--- src/rtl/ifu_prefetch.sv ---
// ifu_prefetch: instruction-fetch unit with a DEPTH-entry prefetch queue.
// Streams sequential words from the instruction bus ahead of decode and
// buffers each word with its PC. A redirect flushes the queue and restarts
// fetch at the new PC. Only one bus request is ever outstanding.
//
// Ports
//   clock, reset        rising-edge clock, async active-low reset
//   io_reqValid/io_addr bus request (held until io_respValid), word address
//   io_respValid/rdata  one-cycle bus response with instruction word
//   respValid/inst/pc   queue head towards IDU (combinational head read)
//   reqValid            IDU pops the head when respValid=1
//   redirect/_pc        one-cycle flush-and-restart, pc[1:0] ignored
//   count               queue occupancy 0..DEPTH
//   is_ifu_wait         IDU wants an instruction but the queue is empty
module ifu_prefetch #(
  parameter int unsigned DEPTH    = 4,
  parameter logic [31:0] RESET_PC = 32'h3000_0000
) (
  input  logic                     clock,
  input  logic                     reset,
  output logic                     io_reqValid,
  output logic [31:0]              io_addr,
  input  logic                     io_respValid,
  input  logic [31:0]              io_rdata,
  output logic                     respValid,
  input  logic                     reqValid,
  output logic [31:0]              inst,
  output logic [31:0]              inst_pc,
  input  logic                     redirect,
  input  logic [31:0]              redirect_pc,
  output logic [$clog2(DEPTH):0]   count,
  output logic                     is_ifu_wait
);

  localparam int AW = $clog2(DEPTH);
  localparam logic [AW:0] FULL_CNT = (AW+1)'(DEPTH);

  typedef enum logic [1:0] {IDLE, WAIT, DROP} state_t;

  state_t        state;
  logic [AW-1:0] rd_ptr, wr_ptr;
  logic [31:0]   fetch_pc;
  logic [31:0]   pc_mem   [DEPTH];
  logic [31:0]   inst_mem [DEPTH];

  logic        push, pop, full;
  logic [31:0] redir_pc;

  assign full      = (count == FULL_CNT);
  assign respValid = (count != '0);
  assign pop       = respValid & reqValid;
  // A response racing a redirect belongs to the old stream: never pushed.
  assign push      = (state == WAIT) & io_respValid & ~redirect;
  assign redir_pc  = {redirect_pc[31:2], 2'b00};

  assign inst    = inst_mem[rd_ptr];
  assign inst_pc = pc_mem[rd_ptr];
  // Gated by reset so the stall counter sees 0 while the block is held.
  assign is_ifu_wait = reset & reqValid & ~respValid;

  always_ff @(posedge clock or negedge reset) begin
    if (!reset) begin
      state       <= IDLE;
      io_reqValid <= 1'b0;
      io_addr     <= RESET_PC;
      fetch_pc    <= RESET_PC;
      rd_ptr      <= '0;
      wr_ptr      <= '0;
      count       <= '0;
      for (int i = 0; i < DEPTH; i++) begin
        pc_mem[i]   <= '0;
        inst_mem[i] <= '0;
      end
    end else begin
      if (push) begin
        pc_mem[wr_ptr]   <= io_addr;
        inst_mem[wr_ptr] <= io_rdata;
        wr_ptr           <= wr_ptr + AW'(1);
      end

      if (redirect) begin
        // Flush wins over a same-cycle pop; the popped head counts as delivered.
        count    <= '0;
        rd_ptr   <= wr_ptr;
        fetch_pc <= redir_pc;
        case (state)
          // No request on the bus: present the new address right away.
          IDLE: io_addr <= redir_pc;
          WAIT, DROP: begin
            if (io_respValid) begin
              io_reqValid <= 1'b0;
              state       <= IDLE;
            end else begin
              // Let the bus transaction finish, then throw its data away.
              state <= DROP;
            end
          end
          default: state <= IDLE;
        endcase
      end else begin
        if (pop) rd_ptr <= rd_ptr + AW'(1);
        case ({push, pop})
          2'b10:   count <= count + (AW+1)'(1);
          2'b01:   count <= count - (AW+1)'(1);
          default: ;
        endcase

        case (state)
          IDLE: begin
            // Issuing only below full guarantees the later push has room.
            if (!full) begin
              io_reqValid <= 1'b1;
              io_addr     <= fetch_pc;
              state       <= WAIT;
            end
          end
          WAIT: begin
            if (io_respValid) begin
              fetch_pc    <= io_addr + 32'd4;
              io_reqValid <= 1'b0;
              state       <= IDLE;
            end
          end
          DROP: begin
            if (io_respValid) begin
              io_reqValid <= 1'b0;
              state       <= IDLE;
            end
          end
          default: state <= IDLE;
        endcase
      end
    end
  end

endmodule

--- config.mk ---
export PLATFORM = sky130hd
export DESIGN_NAME = ifu_prefetch
export DESIGN_NICKNAME = d
export VERILOG_FILES = /design/src/rtl/ifu_prefetch.sv
export SDC_FILE = /design/constraint.sdc
export NUM_CORES = 1
export LEC_CHECK = 0
export ABC_AREA = 1
export CAP_MARGIN = 20
export CORE_MARGIN = 1
export CORE_UTILIZATION = 30
export CTS_BUF_LIST = sky130_fd_sc_hd__clkbuf_16
export CTS_CLUSTER_SIZE = 8
export DETAILED_ROUTE_END_ITERATION = 16
export GPL_ROUTABILITY_DRIVEN = 0
export GPL_TIMING_DRIVEN = 0
export PLACE_DENSITY = 0.53
export SYNTH_ARGS = -nofsm -noshare
export SYNTH_HDL_FRONTEND = slang
export SYNTH_SLANG_ARGS = --single-unit
--- constraint.sdc ---
create_clock -name clock -period 3.3 [get_ports clock]
set_input_delay 0.33 -clock clock [delete_from_list [all_inputs] [get_ports clock]]
set_output_delay 0.33 -clock clock [all_outputs]
set_load 0.01 [all_outputs]
# After elaboration in Yosys (flattened, before gate mapping)
# Cells that the tools add are included.
# totals
mem_count	0
latchBits	0
in_bits	69
mem_bits_rw	0
word_cells	88
romBits	0
reg_bits	330
# op_classes
n_mux	32
shifts	0
bitwise_logic	9
n_div	0
n_reduce_logical	13
mul	0
n_addsub	5
n_lt_le_gt_ge	3
eq_ne	11
# op_table
operator	count
two-way mux 32 bit	12
bitwise mux 128 bit	2
binary-select mux 32 bit (select 2 bit)	2
demux 32 bit (select 2 bit)	1
adder 32 x 3 -> 32 bit (second input constant)	1
two-way mux 2 bit	6
!= test 2 bit (second input constant)	4
case mux 2 bit (2 select lines)	2
nonzero test 2 bit	4
greater-or-equal comparator 3 bit (second input constant)	2
NOT 2 -> 3 bit	2
case mux 3 bit (2 select lines)	1
AND reduction 3 bit	2
nonzero test 3 bit	2
AND 1 bit	5
adder 2 x 1 -> 2 bit (second input constant)	2
== test 2 x 1 -> 1 bit (second input constant)	2
== test 2 bit (second input constant)	2
two-way mux 1 bit	4
AND reduction 2 bit	2
adder 3 x 1 -> 3 bit (second input constant)	1
== test 3 bit (second input constant)	1
less-than comparator 3 x 1 -> 1 bit (second input constant)	1
two-way mux 3 bit	1
8 further kinds	9

# Logic depth before layout (Yosys ltp)
# logic_depth
word_depth	6
depth_mapped	12
mapped_depth_nobuf	12

# Worst setup path before layout
# Ideal clock, no wire load.
# synth_timing
kind	reg2reg
start	register count[2]
end	register count[2]
path_stages_with_launch	9
setup_ps	116
path_buffers	0
period_less_slack_ps	1846
arrival_time_ps	1729
slack_ps	1454
path_cell_list	dfrtp_1 nand3b_1 nand3_1 inv_1 fa_1 xnor2_1 xor2_1 nand2_1 nand2_1
# synth_between
elab_chain_len	5
# synth_lines
item	line_no	rtl
start: declaration	31	output logic [$clog2(DEPTH):0] count,
start signal: assignment	103	2'b10: count <= count + (AW+1)'(1);
start signal: assignment	104	2'b01: count <= count - (AW+1)'(1);
nonzero test 3 bit (*)	50	assign respValid = (count != '0);
via respValid	25	output logic respValid,
AND 1 bit (*)	51	assign pop = respValid & reqValid;
== test 2 x 1 -> 1 bit or == test 2 bit (tied branches)	102	case ({push, pop})
case mux 3 bit (2 select lines)	102	
two-way mux 3 bit	81	if (redirect) begin
# The timed path passes the listed nets; every way through them passes the cells marked *.
# A chain may end at the register's enable or synchronous reset.

# Worst setup path in the final report
# layout_timing
start	register rd_ptr[1]
end	output port inst_pc[7]
# layout_between
elab_chain_len	4
# layout_lines
item	line_no	rtl
start: declaration	41	logic [AW-1:0] rd_ptr, wr_ptr;
start signal: assignment	84	rd_ptr <= wr_ptr;
start signal: assignment	101	if (pop) rd_ptr <= rd_ptr + AW'(1);
NOT 2 -> 3 bit (implied by the code)	57	assign inst_pc = pc_mem[rd_ptr];
binary-select mux 32 bit (select 2 bit)	57	
two-way mux 32 bit (implied by the code) (2 in series)	57	
end: declaration	28	output logic [31:0] inst_pc,
# Every way passes these cells. The select of a mux whose other input is x is not followed.

==> flow_metrics.env <==
export IMPL_yosysWarnings=0
export IMPL_final_period_utilization_pct=97.60
export IMPL_power_switching_share_pct=38.56
export IMPL_drtAntennaViolNets=0
export IMPL_die_w_um=227.0
export IMPL_irDropWorstVdd_mv=0.4679
export IMPL_min_period_ns=3.221
export IMPL_worst_setup_path_end_kind="primary output"
export IMPL_clockBufferDepth=3
export IMPL_syn_num_nets=1887
export IMPL_drive_gt1_share_pct=8.423
export IMPL_p_per_area_nw_per_um2=989.4
export IMPL_start_kind="flop"
export IMPL_h_tree_depth=2
export IMPL_fin_nets=2107
export IMPL_cts_tree="yes"
export IMPL_grt_overflow_total=0
export IMPL_wire_per_inst_um=18.74
export IMPL_die_height_um=227.0
export IMPL_maxSlewHeadroom_pct=47.80
export IMPL_die_area_um2=51510
export IMPL_p_sw_mw=7.314
export IMPL_final_common_cell="nand2_1"
export IMPL_ys_seq_area_share_pct=54.43
export IMPL_ys_seq_elements=330
export IMPL_wl_um=50860
export IMPL_antenna_found_initial=0
export IMPL_power_leakage_nw=8.766
export IMPL_postCtsSetupBuffers=0
export IMPL_grt_pass1_vias=13570
export IMPL_worstHoldPathType="in -> reg"
export IMPL_fmax_mhz=310.5
export IMPL_yosysUniqueCellTypes=31
export IMPL_arrival_ns=2.89
export IMPL_layout_common_cells="449 x nand2_1, 326 x dfrtp_1, 244 x o21ai_0"
export IMPL_drt_iter0_markers=1218
export IMPL_netlist_area_um2=15180
export IMPL_outcome="completed"
export IMPL_seqPwrFrac_pct=36.3
export IMPL_portBuffers=168
export IMPL_drv_slew=0
export IMPL_fin_worst_skew_ns=0.01865
export IMPL_drc_errors=0
export IMPL_rows=82
export IMPL_grt_setup_unrepaired="true"
export IMPL_grt_max_degree=120
export IMPL_synth_area_per_cell_um2=8.387
export IMPL_start_util_pct=30.32
export IMPL_syn_instance_count=1810
export IMPL_tightest_slew_ns=0.7830
export IMPL_dp_slack_ns=0.1757
export IMPL_crit_type="reg -> out"
export IMPL_numCtsBuffers=47
export IMPL_setup_ws_ns=0.07927
export IMPL_grtUsageTotal_pct=20.13
export IMPL_finalHoldViolCount=0
export IMPL_cts_root_buffer_cell="clkbuf_16"
export IMPL_whs_ns=0.3904
export IMPL_cp_required_ns=2.97
export IMPL_combPwrFrac_pct=40.9
export IMPL_grt_pass1_wl_um=79300
export IMPL_area_delta_synth_final_pct=26.28
export IMPL_max_cap_violations=0
export IMPL_insertion_delay_ns=0.57
export IMPL_coreArea_um2=50070
export IMPL_dr_pass1_iters=7
export IMPL_io_pins=171
export IMPL_p_int_mw=11.65
export IMPL_diodes=0
export IMPL_setup_violations=0
export IMPL_vias=13590
export IMPL_cts_clk_slew_worst_paths_ns=0.05
export IMPL_dp_hpwl_um=34500
export IMPL_p_clk_share_pct=22.8
export IMPL_viasPerCell=5.007
export IMPL_post_route_util_pct=38.29
export IMPL_cts_sinks=330
export IMPL_worstPathMaxFanout=10
==> flip-flops by register name, indices dropped and copies added, names as in the netlist <==
signal,flops
count,3
fetch_pc,32
inst_mem,128
io_addr,32
io_reqValid,1
pc_mem,128
rd_ptr,2
state,2
wr_ptr,2
==> final cells by class <==
| type | count | area, um2 |
|---|---|---|
| multi-input combinational | 1247 | 5777 |
| inverter | 116 | 435.4 |
| buffer | 117 | 823.3 |
| clock buffer | 49 | 1226 |
| tap | 672 | 840.8 |
| fill | 5228 | 30900 |
| timing repair buffer | 171 | 1757 |
| clock inverter | 12 | 48.80 |
| sequential | 330 | 8263 |
==> stage by stage <==
stage | std cells | total power [mW] | area (um2) | TNS (ns)
floorplan | 1810 | 10.76 | 15180 | 0
global placement | 2650 | 14.43 | 17700 | -4162.90
detailed placement | 2652 | 14.55 | 17760 | 0
CTS | 2714 | 19.07 | 19120 | 0
global route | 2714 | 20.31 | 19170 | -0.03309
finish | 2714 | 18.97 | 19170 | 0
==> cells by family (layout without fill, tap and decap cells) <==
kind of cell / Yosys count / count (layout) / synth area share (%)
simple gates: 673 / 673 / 17.32
compound gates: 560 / 560 / 19.22
flops: 330 / 330 / 54.43
buf+inv: 233 / 465 / 7.970
fa+ha+maj: 8 / 8 / 0.7088
xor+xnor: 6 / 6 / 0.3462
==> final timing paths <==
kind	startpoint	to	slack, ns	cells past startpoint
worst max register to register	state[0]	pc_mem[14]	1.02	9
max in group asynchronous	reset	pc_mem[110]	1.74	3
worst max-delay path	rd_ptr[1]	inst_pc[7]	0.08	6
worst min register to register	pc_mem[1]	pc_mem[1]	0.48	2
min in group asynchronous	reset	inst_mem[125]	0.41	2
worst min-delay path	redirect_pc[13]	fetch_pc[13]	0.39	3
==> timing repair <==
action	4_1_cts	5_1_grt
setup endpoints to repair	59	33
gates resized for setup	21	36
hold buffers	1	0
endpoints found under the hold margin	93	0
==> cell usage after synthesis <==
cell type | n | area share [%]
nand2_2 | 2 | 0.082
inv_2 | 3 | 0.074
nand3b_1 | 1 | 0.049
o21ai_2 | 1 | 0.058
buf_1 | 1 | 0.025
a22oi_1 | 2 | 0.099
nor2_1 | 169 | 4.2
nor2_2 | 5 | 0.21
o211ai_1 | 3 | 0.15
nand4_1 | 2 | 0.082
nand2_4 | 3 | 0.22
buf_2 | 28 | 0.92
buf_6 | 37 | 2.7
nand3_1 | 40 | 1.3
a21oi_1 | 43 | 1.4
ha_1 | 7 | 0.58
buf_4 | 6 | 0.30
o21ai_1 | 194 | 6.4
dfstp_2 | 4 | 0.69
o221ai_1 | 3 | 0.17
o21ai_0 | 244 | 8.0
xor2_1 | 4 | 0.23
o22ai_1 | 70 | 2.9
xnor2_1 | 2 | 0.12
and2_1 | 2 | 0.082
clkbuf_1 | 45 | 1.1
inv_1 | 112 | 2.8
dfrtp_1 | 326 | 54
fa_1 | 1 | 0.13
nand2_1 | 449 | 11
clkinv_1 | 1 | 0.025
==> worst max-delay path, stage by stage, from the launching register on <==
cell             delay, ns
dfrtp_1               0.40
inv_1                 0.08
clkbuf_2              0.36
clkbuf_1              0.43
o21ai_0               0.18
o22ai_1               0.27
clkdlybuf4s50_1       0.60
==> power groups by stage <==
stage	Combinational [mW]	Clock (mW)	Sequential (mW)
final	7.75	4.33	6.89
after CTS	7.78	4.43	6.86
after detailed placement	7.65	0	6.90
after global placement	7.55	0	6.88
after global routing	8.62	4.60	7.10
after floorplan	4.11	0	6.65
==> per-layer routing <==
metal | global-route usage, % | part of all wire (%) | up-vias
met5 | 0 | 0 | -
met4 | 6.170 | 2.6 | 0
met3 | 3.407 | 6.0 | 83
met2 | 32.15 | 47 | 466
met1 | 27.86 | 45 | 6625
li1 | - | - | 6416
(Power assumes the default switching activity.)
